--- src/rtl/alu_pkg.sv ---
// Shared widths, function codes and FSM encoding for the ALU arbiter.
package alu_pkg;

    localparam int OPW  = 4;
    localparam int FNW  = 3;
    localparam int RESW = 8;

    localparam logic [FNW-1:0] FN_RIPPLE = 3'b000;
    localparam logic [FNW-1:0] FN_ADD    = 3'b001;
    localparam logic [FNW-1:0] FN_XOR_OR = 3'b010;
    localparam logic [FNW-1:0] FN_ANY    = 3'b011;
    localparam logic [FNW-1:0] FN_ALL    = 3'b100;
    localparam logic [FNW-1:0] FN_CAT    = 3'b101;

    typedef enum logic [1:0] {
        ST_IDLE = 2'd0,
        ST_EXEC = 2'd1,
        ST_DONE = 2'd2
    } state_e;

endpackage

--- src/rtl/alu_arbiter_if.sv ---
// Two-requester handshake bundle between the front-end masters and the shared ALU.
interface alu_arbiter_if;
    import alu_pkg::*;

    logic            req0;
    logic            req1;
    logic [OPW-1:0]  a0;
    logic [OPW-1:0]  b0;
    logic [OPW-1:0]  a1;
    logic [OPW-1:0]  b1;
    logic [FNW-1:0]  func0;
    logic [FNW-1:0]  func1;
    logic            gnt0;
    logic            gnt1;
    logic            done0;
    logic            done1;
    logic [RESW-1:0] result;
    logic            busy;

    modport master (
        output req0, req1, a0, b0, a1, b1, func0, func1,
        input  gnt0, gnt1, done0, done1, result, busy
    );

    modport slave (
        input  req0, req1, a0, b0, a1, b1, func0, func1,
        output gnt0, gnt1, done0, done1, result, busy
    );

endinterface

--- src/rtl/alu_core.sv ---
// Purely combinational ALU: evaluates A, B and func into the 8-bit result.
module alu_core
    import alu_pkg::*;
(
    input  logic [OPW-1:0]  a_i,
    input  logic [OPW-1:0]  b_i,
    input  logic [FNW-1:0]  func_i,
    output logic [RESW-1:0] res_o
);

    logic [OPW:0]   carry;
    logic [OPW-1:0] sum;

    always_comb begin
        // NOTE: combinational blocks use blocking assignments and give every target a default first, so no latch is inferred.
        carry = '0;
        sum   = '0;
        for (int i = 0; i < OPW; i++) begin
            sum[i]     = a_i[i] ^ b_i[i] ^ carry[i];
            carry[i+1] = (a_i[i] & b_i[i]) | (carry[i] & (a_i[i] ^ b_i[i]));
        end
    end

    always_comb begin
        res_o = '0;
        case (func_i)
            FN_RIPPLE: res_o = {3'b000, carry[OPW], sum};
            FN_ADD:    res_o = {4'b0000, a_i} + {4'b0000, b_i};
            FN_XOR_OR: res_o = {a_i | b_i, a_i ^ b_i};
            FN_ANY:    res_o = {7'b0000000, (|a_i) | (|b_i)};
            FN_ALL:    res_o = {7'b0000000, (&a_i) & (&b_i)};
            FN_CAT:    res_o = {a_i, b_i};
            default:   res_o = '0;
        endcase
    end

endmodule

--- src/rtl/alu_arbiter.sv ---
// Round-robin arbiter and IDLE/EXEC/DONE sequencer sharing one ALU between two requesters.
module alu_arbiter
    import alu_pkg::*;
(
    input  logic          clock,
    input  logic          reset,
    alu_arbiter_if.slave  bus
);

    state_e          state_q;
    logic            last_owner_q;
    logic            owner_q;
    logic [OPW-1:0]  a_q;
    logic [OPW-1:0]  b_q;
    logic [FNW-1:0]  func_q;
    logic [RESW-1:0] result_q;
    logic            done0_q;
    logic            done1_q;
    logic            busy_q;

    logic            gnt0;
    logic            gnt1;
    logic [OPW-1:0]  a_d;
    logic [OPW-1:0]  b_d;
    logic [FNW-1:0]  func_d;
    logic [RESW-1:0] alu_res;

    // On contention the requester that did not own the last op wins.
    assign gnt0 = (state_q == ST_IDLE) && !reset && bus.req0 && (!bus.req1 || last_owner_q);
    assign gnt1 = (state_q == ST_IDLE) && !reset && bus.req1 && (!bus.req0 || !last_owner_q);

    always_comb begin
        a_d    = gnt1 ? bus.a1    : bus.a0;
        b_d    = gnt1 ? bus.b1    : bus.b0;
        func_d = gnt1 ? bus.func1 : bus.func0;
    end

    alu_core u_core (
        .a_i    (a_q),
        .b_i    (b_q),
        .func_i (func_q),
        .res_o  (alu_res)
    );

    always_ff @(posedge clock) begin
        // NOTE: sequential state uses non-blocking assignments so every register samples pre-edge values.
        if (reset) begin
            state_q      <= ST_IDLE;
            last_owner_q <= 1'b1;
            owner_q      <= 1'b0;
            a_q          <= '0;
            b_q          <= '0;
            func_q       <= '0;
            result_q     <= '0;
            done0_q      <= 1'b0;
            done1_q      <= 1'b0;
            busy_q       <= 1'b0;
        end else begin
            case (state_q)
                ST_IDLE: begin
                    done0_q <= 1'b0;
                    done1_q <= 1'b0;
                    if (gnt0 || gnt1) begin
                        a_q     <= a_d;
                        b_q     <= b_d;
                        func_q  <= func_d;
                        owner_q <= gnt1;
                        busy_q  <= 1'b1;
                        state_q <= ST_EXEC;
                    end
                end
                ST_EXEC: begin
                    result_q     <= alu_res;
                    last_owner_q <= owner_q;
                    done0_q      <= !owner_q;
                    done1_q      <= owner_q;
                    state_q      <= ST_DONE;
                end
                ST_DONE: begin
                    done0_q <= 1'b0;
                    done1_q <= 1'b0;
                    busy_q  <= 1'b0;
                    state_q <= ST_IDLE;
                end
                default: state_q <= ST_IDLE;
            endcase
        end
    end

    assign bus.gnt0   = gnt0;
    assign bus.gnt1   = gnt1;
    assign bus.done0  = done0_q;
    assign bus.done1  = done1_q;
    assign bus.result = result_q;
    assign bus.busy   = busy_q;

endmodule
--- src/flat_wrapper.sv ---
// flat-port wrapper written by rule: the top's interface ports become plain ports
module alu_arbiter_flat import alu_pkg::*;
  (clock, reset, bus_req0, bus_req1, bus_a0, bus_b0, bus_a1, bus_b1, bus_func0, bus_func1, bus_gnt0, bus_gnt1, bus_done0, bus_done1, bus_result, bus_busy);
  alu_arbiter_if bus_i ();
  input  logic clock;
  input  logic reset;
  input wire logic [$bits(bus_i.req0)-1:0] bus_req0;
  input wire logic [$bits(bus_i.req1)-1:0] bus_req1;
  input wire logic [$bits(bus_i.a0)-1:0] bus_a0;
  input wire logic [$bits(bus_i.b0)-1:0] bus_b0;
  input wire logic [$bits(bus_i.a1)-1:0] bus_a1;
  input wire logic [$bits(bus_i.b1)-1:0] bus_b1;
  input wire logic [$bits(bus_i.func0)-1:0] bus_func0;
  input wire logic [$bits(bus_i.func1)-1:0] bus_func1;
  output wire logic [$bits(bus_i.gnt0)-1:0] bus_gnt0;
  output wire logic [$bits(bus_i.gnt1)-1:0] bus_gnt1;
  output wire logic [$bits(bus_i.done0)-1:0] bus_done0;
  output wire logic [$bits(bus_i.done1)-1:0] bus_done1;
  output wire logic [$bits(bus_i.result)-1:0] bus_result;
  output wire logic [$bits(bus_i.busy)-1:0] bus_busy;
  assign bus_i.req0 = bus_req0;
  assign bus_i.req1 = bus_req1;
  assign bus_i.a0 = bus_a0;
  assign bus_i.b0 = bus_b0;
  assign bus_i.a1 = bus_a1;
  assign bus_i.b1 = bus_b1;
  assign bus_i.func0 = bus_func0;
  assign bus_i.func1 = bus_func1;
  assign bus_gnt0 = bus_i.gnt0;
  assign bus_gnt1 = bus_i.gnt1;
  assign bus_done0 = bus_i.done0;
  assign bus_done1 = bus_i.done1;
  assign bus_result = bus_i.result;
  assign bus_busy = bus_i.busy;
  alu_arbiter u_core (.clock(clock), .reset(reset), .bus(bus_i));
endmodule
--- config.mk ---
export PLATFORM = sky130hd
export DESIGN_NAME = alu_arbiter_flat
export DESIGN_NICKNAME = d
export VERILOG_FILES = /design/src/rtl/alu_pkg.sv /design/src/rtl/alu_arbiter_if.sv /design/src/rtl/alu_core.sv /design/src/rtl/alu_arbiter.sv /design/src/flat_wrapper.sv
export SDC_FILE = /design/constraint.sdc
export NUM_CORES = 1
export LEC_CHECK = 0
export BUFFER_PORTS_ARGS = -buffer_cell sky130_fd_sc_hd__buf_2
export CORE_MARGIN = 4
export CORE_UTILIZATION = 57
export DETAILED_ROUTE_END_ITERATION = 8
export PLACE_DENSITY = 0.84
export SYNTH_ARGS = -nofsm -noshare
export SYNTH_HDL_FRONTEND = slang
export SYNTH_HIERARCHICAL = 1
export SYNTH_SLANG_ARGS = --single-unit
--- constraint.sdc ---
create_clock -name clock -period 3.36 [get_ports clock]
set_input_delay 0.168 -clock clock [delete_from_list [all_inputs] [get_ports clock]]
set_output_delay 0.168 -clock clock [all_outputs]
set_load 0.005 [all_outputs]
==> results of run 1 <==
layer usage:
metal	share of wire, %	GRT usage (%)
met4	0.46	5.573
met3	5.7	2.553
met1	46	30.07
met2	48	36.79
met5	0	0
state kept, by name, indices dropped and copies added, names as in the netlist:
name and flops:
u_core/state_q 2, u_core/bus.done1 1, u_core/a_q 4, u_core/func_q 3
u_core/bus.result 8, u_core/b_q 4, u_core/bus.busy 1, u_core/owner_q 1
u_core/last_owner_q 1, u_core/bus.done0 1
worst reg2reg max path: stages, from the launching register on:
cell and delay (ns):
dfxtp_1 0.45, ha_1 0.22, fa_1 0.20, inv_1 0.06
fa_1 0.38, fa_1 0.49, o21ai_0 0.07, a22oi_1 0.16
o21ai_0 0.11, nand2_1 0.06, a21oi_1 0.06
synth_stat cells, types with 2 or more instances:
master     n
nor2b_1    2
o21ai_0   12
a311oi_1  11
a21oi_1   26
dfxtp_1   26
nand3_1   12
nor4_1     2
buf_2      4
fa_1       3
nand2_1   29
and2b_1    2
buf_6      5
inv_1     10
nor2_1     6
a31o_2     2
a21o_1     2
ha_1       8
o21ai_1    8
clkbuf_1   2
a22oi_1    2
cells by family (layout without fill, tap and decap cells):
family	count (synthesis)	count (layout)	share of synthesized area (%)
buffers and inverters	23	53	8.208
and+or+nand+nor	66	66	22.02
AOI/OAI and AO/OA	67	67	25.65
xor gates and xnor gates	1	1	0.5526
DFF	26	26	32.83
muxes	1	1	0.6314
adders and majority gates	11	11	10.10
through the flow:
step | util, % | power [mW] | hold WS, ns | cell area, um2 | std cells
CTS | 68.57 | 0.6990 | 0.09849 | 1760 | 255
global placement | 67.15 | 0.5330 | 0.4413 | 1724 | 251
finish | 68.57 | 0.6950 | 0.1079 | 1760 | 255
detailed placement | 67.15 | 0.5400 | 0.4507 | 1724 | 251
global route | 68.57 | 0.7395 | 0.1020 | 1760 | 255
floorplan | - | 0.4965 | 0.2984 | 1585 | 195
cell type report:
class,instances,share of cell area (%)
Multi-Input combinational cell,146,53.09
Sequential cell,26,29.57
Timing Repair Buffer,38,10.80
Inverter,11,2.345
Tap cell,30,2.132
Clock buffer,4,2.061
worst paths after layout:
path                                                          end                               from  slack (ns)
worst max-delay path            u_core/bus.result[3]$_SDFFE_PP0N_         u_core/a_q[0]$_SDFFE_PP0P_        1.00
worst min-delay path                   u_core/b_q[0]$_SDFFE_PP0P_                          bus_b1[0]        0.11
worst max register to register  u_core/bus.result[3]$_SDFFE_PP0N_         u_core/a_q[0]$_SDFFE_PP0P_        1.00
worst min register to register  u_core/bus.result[7]$_SDFFE_PP0N_  u_core/bus.result[7]$_SDFFE_PP0N_        0.46
power by group through the flow:
stage	clock network, mW	logic [mW]	registers (mW)
after global placement	0	0.163	0.369
after global routing	0.177	0.193	0.369
final	0.160	0.171	0.365
after detailed placement	0	0.169	0.371
after floorplan	0	0.136	0.361
after CTS	0.165	0.169	0.364
==> flow_summary.toml, run 1 <==
[sta]
worst_slew_pin_slew_ns = 0.8155
setup_viol = 0
slew_headroom_pct = 45.52
skew_ns = 0.006445
min_period_over_period_pct = 70.21
setup_tns_ns = 0
finalWorstSetupSlack_ns = 1.001
drv_slew = 0
period_needed_ns = 2.359
grt_setup_unrepaired = "no"
hold_viol_final = 0
fmax_ghz = 0.4239

[run_status]
status = "finished clean"

[clocking]
clockBufferDepth = 2
root_buffer = "clkbuf_4"
cts_setup_buffers = 0
clock_sinks = 26
cts.repair.resized = 0
tritoncts = "yes"
cts_hold_buf = 0
htree_levels = 1
clkSlewWorstSetupHoldPaths_ns = 0.14
cts_buffers = 3
clk_latency_ns = 0.32

[cells_and_area]
num-fill-cells = 233
final_common_cell = "buf_2"
drive_gt1_share_pct = 24.00
antennaDiodeCount = 0
regArea_um2 = 520.5
layout_common_cells = "buf_2 (38), nand2_1 (29), a21oi_1 (26), dfxtp_1 (26)"
syn_to_final_growth_pct = 11.05
multiInputGateArea_um2 = 934.6
fin_nets = 263

[setup_path]
crit_arrival_ns = 2.56
cp_slowest_cell = "fa_1"
crit_buf_inv = 1
ff2ff_path_depth = 10
crit_family = "adder cells"
path_max_fanout = 5
crit_path_end_kind = "register"
startpoint_type = "register"
max_stage_delay_ns = 0.49
worstPathRequired_ns = 3.56
path_common_cell = "fa_1"
critical_path_class = "register to register"
crit_chain = "ha_1, fa_1, inv_1, fa_1, fa_1, o21ai_0, a22oi_1, o21ai_0, nand2_1, a21oi_1"
cp_num_cells = 10

[flow_run]
maxCapViolations = 0

[routing]
wl_per_cell_um = 14.55
drtIter0Drc = 95
route.detailed.drc = 0
drt-total-wl_um = 3709
vias = 1503
ant_nets = 0
routed_via_density = 5.894
first_pass_iters = 4

[yosys]
synthArstFlopShare_pct = 0
yosys.area.top_type_share_pct = 32.83
yosysTopAreaCell = "dfxtp_1"
ys_dominant_reg_cell = "dfxtp_1"
synth_cell_types = 41
syn_nets = 232
synth.area.top_cells = "dfxtp_1 (33%), a21oi_1 (8.2%), nand2_1 (6.9%), ha_1 (6.3%), a311oi_1 (6.1%)"
avgSynthCellArea_um2 = 8.130
yosysSeqAreaShare_pct = 32.83
synth_edf_count = 0
ys_warn_count = 6
syn_area_mm2 = 0.001585
ys_ff_latch = 26
syn_inst = 195

[floorplan]
core-area_mm2 = 0.002567
ios = 39
std_cell_rows = 18
start_util_pct = 61.74
fp.dieArea_mm2 = 0.003689
die_w_um = 60.74
die_h_um = 60.74

[pwr]
switchingPower_uw = 223.7
sequentialPowerShare_pct = 52.5
p_int_uw = 471.4
power_density_mw_per_mm2 = 394.8
comb_power_share_pct = 24.5
power_frac_clock_pct = 23.0
p_leak_nw = 0.7165
p_sw_share_pct = 32.18
ir_drop_mv = 0.3065

[placed_design]
port_buffers = 38
gp_congestion = 0.8590
dp_worst_setup_slack_ns = 1.066
hpwl_um = 2808

[grt]
grt_pass1_wl_um = 6168
first_global_vias = 1345
grt_max_degree = 24
antenna_found_initial = 0
gr-total-overflow = 0
gr-usage-all-layers_pct = 21.94

[min_path]
holdPathStages = 3
min_path_type = "input port to register"
Note: power is estimated with default switching activity, not from simulation.
==> inputs of run 2 (changes only) <==
--- a/config.mk
+++ b/config.mk
@@ -7,9 +7,9 @@
 export LEC_CHECK = 0
 export BUFFER_PORTS_ARGS = -buffer_cell sky130_fd_sc_hd__buf_2
 export CORE_MARGIN = 4
-export CORE_UTILIZATION = 57
+export CORE_UTILIZATION = 53
 export DETAILED_ROUTE_END_ITERATION = 8
-export PLACE_DENSITY = 0.84
+export PLACE_DENSITY = 0.79
 export SYNTH_ARGS = -nofsm -noshare
 export SYNTH_HDL_FRONTEND = slang
 export SYNTH_HIERARCHICAL = 1
==> constraint.sdc (replaced) <==
create_clock -name clock -period 2.45 [get_ports clock]
set_input_delay 0.1225 -clock clock [delete_from_list [all_inputs] [get_ports clock]]
set_output_delay 0.1225 -clock clock [all_outputs]
set_load 0.005 [all_outputs]
==> run 2 against run 1 <==
- total power rose by 47%
- utilization fell by 4.7 points
- wire length fell by 4.6%
- die area rose by 6.5%
- cell area rose by 1.7%
- combinational power rose by 37%
- hold slack got worse by 0.045 ns
- count of clock-buffer cells in the layout fell by 1
- register-to-register slack got worse by 0.80 ns
- critical path type unchanged
- critical endpoint unchanged
==> flow_summary.toml, run 2 (synthesized netlist as in run 1, its figures left out) <==
[run_status]
status = "finished clean"

[floorplan]
core-area_mm2 = 0.002805
ios = 39
fp.dieArea_mm2 = 0.003930
std_cell_rows = 19
die_h_um = 62.69
start_util_pct = 56.51
die_w_um = 62.69

[routing]
route.detailed.drc = 0
first_pass_iters = 4
drtIter0Drc = 48
drt-total-wl_um = 3540
ant_nets = 0
routed_via_density = 5.681
vias = 1460
wl_per_cell_um = 13.77

[clocking]
tritoncts = "yes"
clkSlewWorstSetupHoldPaths_ns = 0.14
cts_setup_buffers = 0
htree_levels = 1
clk_latency_ns = 0.32
cts.repair.resized = 0
cts_buffers = 3
clockBufferDepth = 2
clock_sinks = 26
cts_hold_buf = 0
root_buffer = "clkbuf_4"

[setup_path]
cp_slowest_cell = "fa_1"
critical_path_class = "register to register"
crit_family = "adder cells"
crit_arrival_ns = 2.46
path_common_cell = "fa_1"
crit_buf_inv = 1
worstPathRequired_ns = 2.66
path_max_fanout = 5
r2r-end = "u_core/bus.result[3]$_SDFFE_PP0N_"
crit_path_end_kind = "register"
crit_start = "u_core/a_q[0]$_SDFFE_PP0P_"
r2r-start = "u_core/a_q[0]$_SDFFE_PP0P_"
startpoint_type = "register"
max_stage_delay_ns = 0.48
crit_chain = "ha_1, fa_1, inv_1, fa_1, fa_1, o21ai_0, a22oi_1, o21ai_0, nand2_1, a21oi_1"
reg2reg_slack_ns = 0.20
ff2ff_path_depth = 10

[placed_design]
placedCellCount = 253
gp_congestion = 0.8609
hpwl_um = 2710
place_area_mm2 = 0.001733
port_buffers = 38
dp_worst_setup_slack_ns = 0.1377

[sta]
setup_tns_ns = 0
grt_setup_unrepaired = "no"
finalWorstSetupSlack_ns = 0.2000
slew_headroom_pct = 48.70
fmax_ghz = 0.4445
period_needed_ns = 2.250
hold_viol_final = 0
skew_ns = 0.009361
setup_viol = 0
worst_slew_pin_slew_ns = 0.7678
min_period_over_period_pct = 91.84
drv_slew = 0

[pwr]
power_density_mw_per_mm2 = 571.3
ir_drop_mv = 0.2998
p_leak_nw = 0.7295

[cells_and_area]
final_core_util_pct = 63.83
fin_area_mm2 = 0.001790
multiInputGateArea_um2 = 934.6
regArea_um2 = 525.5
final_common_cell = "buf_2"
largest_reg_flops = 8
num-fill-cells = 256
antennaDiodeCount = 0
fin_nets = 264
layout_common_cells = "buf_2 (38), nand2_1 (29), a21oi_1 (26)"
finalNonFillerCells = 257
syn_to_final_growth_pct = 12.94
drive_gt1_share_pct = 25.22

[min_path]
min_path_type = "input port to register"
worstHoldStart = "bus_a1[3]"
holdPathStages = 3
min_to = "u_core/a_q[3]$_SDFFE_PP0P_"

[flow_run]
maxCapViolations = 0

[grt]
gr-total-overflow = 0
first_global_vias = 1330
antenna_found_initial = 0
grt_max_degree = 24
grt_pass1_wl_um = 5796
gr-usage-all-layers_pct = 17.66
-- run 2: through the flow --
| stage | total power [mW] | hold slack, ns |
|---|---|---|
| after floorplan | 0.6810 | 0.2529 |
| final | 1.023 | 0.06254 |
| after global routing | 1.082 | 0.04547 |
| after detailed placement | 0.7412 | 0.4104 |
| after CTS | 1.032 | 0.04657 |
| after global placement | 0.7345 | 0.4066 |
-- run 2: worst max path at each step --
stage,end,slack (ns),cells after the start
CTS,u_core/bus.result[3]$_SDFFE_PP0N_,0.13,10
global placement,u_core/bus.result[3]$_SDFFE_PP0N_,0.19,10
finish,u_core/bus.result[3]$_SDFFE_PP0N_,0.20,10
detailed placement,u_core/bus.result[3]$_SDFFE_PP0N_,0.14,10
floorplan,u_core/bus.result[3]$_SDFFE_PP0N_,0.29,10
global route,u_core/bus.result[3]$_SDFFE_PP0N_,0.008,10
-- run 2: layer usage --
layer  routed length, um  GRT usage [%]  vias to the layer above
met1                1624          22.04                      662
met2                1736          31.03                       38
met3                 158          2.518                        2
li1                    -              -                      758
met5                   0              0                        -
met4                  20          5.785                        0
-- run 2: area by class of cell --
| class | instances | area share (%) |
|---|---|---|
| tap | 31 | 2.166 |
| clock buffer | 3 | 1.258 |
| inverter | 11 | 2.306 |
| sequential | 26 | 29.35 |
| timing repair buffer | 39 | 11.04 |
| multi-input combinational | 146 | 52.20 |
| clock inverter | 1 | 1.677 |
-- run 2: power breakdown --
part	switching, mW	internal (mW)
clock	0.123	0.165
combinational	0.131	0.103
sequential	0.0453	0.455
total	0.299	0.723
-- run 2: worst reg2reg max path: stages (launching register included) --
cell	delay (ns)
dfxtp_4	0.39
ha_1	0.19
fa_1	0.19
inv_1	0.05
fa_1	0.37
fa_1	0.48
o21ai_0	0.07
a22oi_1	0.17
o21ai_0	0.11
nand2_1	0.07
a21oi_1	0.05
==> inputs of run 3 (changes only) <==
--- a/config.mk
+++ b/config.mk
@@ -5,9 +5,10 @@
 export SDC_FILE = /design/constraint.sdc
 export NUM_CORES = 1
 export LEC_CHECK = 0
+export ABC_AREA = 1
 export BUFFER_PORTS_ARGS = -buffer_cell sky130_fd_sc_hd__buf_2
 export CORE_MARGIN = 4
-export CORE_UTILIZATION = 53
+export CORE_UTILIZATION = 54
 export DETAILED_ROUTE_END_ITERATION = 8
 export PLACE_DENSITY = 0.79
 export SYNTH_ARGS = -nofsm -noshare
==> run 3 against run 2 <==
- synthesized area grew 12%
- cell area is 13% higher
- synthesized cell count rose by 43%
- sequential power is 3% higher
- register-to-register slack better by 0.03 ns
- sequential share of layout area is 3.3 points lower
- clock skew fell by 0.0029 ns
- via count increased by 15%
- total power is 9.8% higher
- non-clock buffer count unchanged
- global-route usage grew 1.3 points
- critical path type unchanged
==> flow_summary.toml, run 3 <==
[min_path]
min_to = "u_core/func_q[0]$_SDFFE_PP0P_"
worstHoldStart = "bus_func0[0]"
holdPathStages = 5
min_path_type = "input port to register"

[sta]
period_needed_ns = 2.218
drv_slew = 0
min_period_over_period_pct = 90.53
skew_ns = 0.006503
hold_viol_final = 0
setup_viol = 0
setup_tns_ns = 0
slew_headroom_pct = 65.34
fmax_ghz = 0.4508
worst_slew_pin_slew_ns = 0.5184

[routing]
top_layer_used = "met4"
dr_wl_met2_um = 1789
drtIter0Drc = 111
wl_per_cell_um = 9.930
routed_via_density = 4.687
route.detailed.drc = 0
drt-met1-wl_um = 1573
first_pass_iters = 4
vias = 1678
ant_nets = 0
drt-total-wl_um = 3555
wl_met3_um = 168

[placed_design]
hpwl_um = 2861
gp_congestion = 0.8903
port_buffers = 38
place_area_mm2 = 0.001948
placedCellCount = 353

[yosys]
synth_edf_count = 0
synthArstFlopShare_pct = 0
syn_nets = 316
yosys.area.top_type_share_pct = 29.42
ys_dominant_reg_cell = "dfxtp_1"
yosysSeqAreaShare_pct = 29.42
yosysTopAreaCell = "dfxtp_1"
ys_warn_count = 6
synth_common_cells = "nor2_1 (67), nand2_1 (53), inv_1 (45)"
syn_area_mm2 = 0.001769
avgSynthCellArea_um2 = 6.341
ys_ff_latch = 26
syn_inst = 279
yosysMostFrequentCell = "nor2_1"
synth_cell_types = 28
synth.area.top_cells = "dfxtp_1 (29%), nor2_1 (14%), nand2_1 (11%), inv_1 (9.5%), o21ai_0 (6.5%)"

[cells_and_area]
syn_to_final_growth_pct = 14.22
drive_gt1_share_pct = 19.43
layout_common_cells = "nor2_1 (67), nand2_1 (53), inv_1 (45)"
fin_nets = 352
fin_area_mm2 = 0.002021
finalNonFillerCells = 358
largest_reg_flops = 8
final_common_cell = "nor2_1"
antennaDiodeCount = 0

[setup_path]
r2r-start = "u_core/a_q[0]$_SDFFE_PP0P_"
crit_path_end_kind = "register"
crit_buf_inv = 2
worstPathRequired_ns = 2.69
path_common_cell = "nand2_1"
crit_arrival_ns = 2.45
startpoint_type = "register"
path_max_fanout = 6
critical_path_class = "register to register"
ff2ff_path_depth = 12
crit_family = "adder cells"
reg2reg_slack_ns = 0.23
r2r-end = "u_core/bus.result[3]$_SDFFE_PP0N_"
crit_chain = "ha_2, fa_2, inv_1, fa_1, fa_1, inv_1, nand2_1, nand2_1, nor2_1, nand2_1, o21ai_1, nor2_1"
cp_slowest_cell = "fa_1"
max_stage_delay_ns = 0.48

[clocking]
cts_setup_buffers = 0
clk_latency_ns = 0.32
tritoncts = "yes"
root_buffer = "clkbuf_4"
htree_levels = 1
clockBufferDepth = 2
clock_sinks = 26
clkSlewWorstSetupHoldPaths_ns = 0.14
cts_buffers = 3

[grt]
gr-total-overflow = 0
grt_pass1_wl_um = 6492
antenna_found_initial = 0
first_global_vias = 1572
grt_max_degree = 26
gr-usage-all-layers_pct = 18.93

[floorplan]
start_util_pct = 57.02
fp.dieArea_mm2 = 0.004256
die_w_um = 65.24
die_h_um = 65.24
core-area_mm2 = 0.003103
ios = 39
std_cell_rows = 20

[pwr]
power_density_mw_per_mm2 = 556.0
comb_power_share_pct = 28.5
switchingPower_uw = 360.2
sequentialPowerShare_pct = 45.8
power_mw = 1.124
power_frac_clock_pct = 25.7
ir_drop_mv = 0.4071
p_leak_nw = 1.066
p_sw_share_pct = 32.06
p_int_uw = 763.3

[run_status]
status = "finished clean"

[flow_run]
maxCapViolations = 0
[run 3: final cells by class]
cell class	instances	area (um2)
clock inverter	1	30.03
clock buffer	3	22.52
fill	322	1082
tap	44	55.05
sequential	26	525.5
inverter	51	191.4
timing repair buffer	39	200.2
multi-input combinational	194	996.0
[run 3: cells by family (layout without fill, tap and decap cells)]
group           after synthesis  count (layout)  share of synthesized area (%)
compound gates               35              35                          11.46
fa+ha+maj                    11              11                          9.053
flops                        26              26                          29.42
simple gates                148             148                          35.50
buf+inv                      59              94                          14.57
[run 3: through the flow]
step | utilization (%) | hold slack, ns | worst slack (ns)
floorplan | - | 0.1916 | 0.2765
global placement | 62.78 | 0.3622 | 0.2011
detailed placement | 62.78 | 0.3590 | 0.1179
CTS | 64.80 | 0.1143 | 0.1261
global route | 65.12 | 0.1308 | -0.0008511
finish | 65.12 | 0.1305 | 0.2319
[run 3: layer usage]
layer / GRT usage [%] / vias up
li1: - / 923
met2: 35.65 / 37
met3: 4.103 / 2
met5: 0 / -
met4: 4.145 / 0
met1: 21.61 / 716
[run 3: worst max path at each step]
stage	slack, ns	end	cells after the start	start
final	0.23	u_core/bus.result[3]$_SDFFE_PP0N_	12	u_core/a_q[0]$_SDFFE_PP0P_
after global routing	-0.0009	u_core/bus.result[3]$_SDFFE_PP0N_	11	u_core/a_q[1]$_SDFFE_PP0P_
after CTS	0.13	u_core/bus.result[3]$_SDFFE_PP0N_	12	u_core/a_q[0]$_SDFFE_PP0P_
after detailed placement	0.12	u_core/bus.result[3]$_SDFFE_PP0N_	12	u_core/a_q[0]$_SDFFE_PP0P_
after global placement	0.20	u_core/bus.result[3]$_SDFFE_PP0N_	12	u_core/a_q[0]$_SDFFE_PP0P_
after floorplan	0.28	u_core/bus.result[3]$_SDFFE_PP0N_	12	u_core/a_q[0]$_SDFFE_PP0P_
[run 3: worst register-to-register path: stages, from the launching register on]
cell and delay (ns):
dfxtp_4 0.40, ha_2 0.19, fa_2 0.20, inv_1 0.06
fa_1 0.38, fa_1 0.48, inv_1 0.04, nand2_1 0.05
nand2_1 0.04, nor2_1 0.08, nand2_1 0.05, o21ai_1 0.12
nor2_1 0.05
[run 3: timing repair]
action	4_1_cts	5_1_grt
hold buffers	1	0
gates resized for setup	0	6
setup endpoints to repair	0	1
hold endpoints to repair	1	0
[run 3: power groups by stage]
stage	Sequential (mW)	Clock (mW)	Combinational, mW
finish	0.514	0.289	0.320
global route	0.523	0.318	0.381
CTS	0.514	0.299	0.322
detailed placement	0.523	0	0.321
global placement	0.520	0	0.314
floorplan	0.516	0	0.245
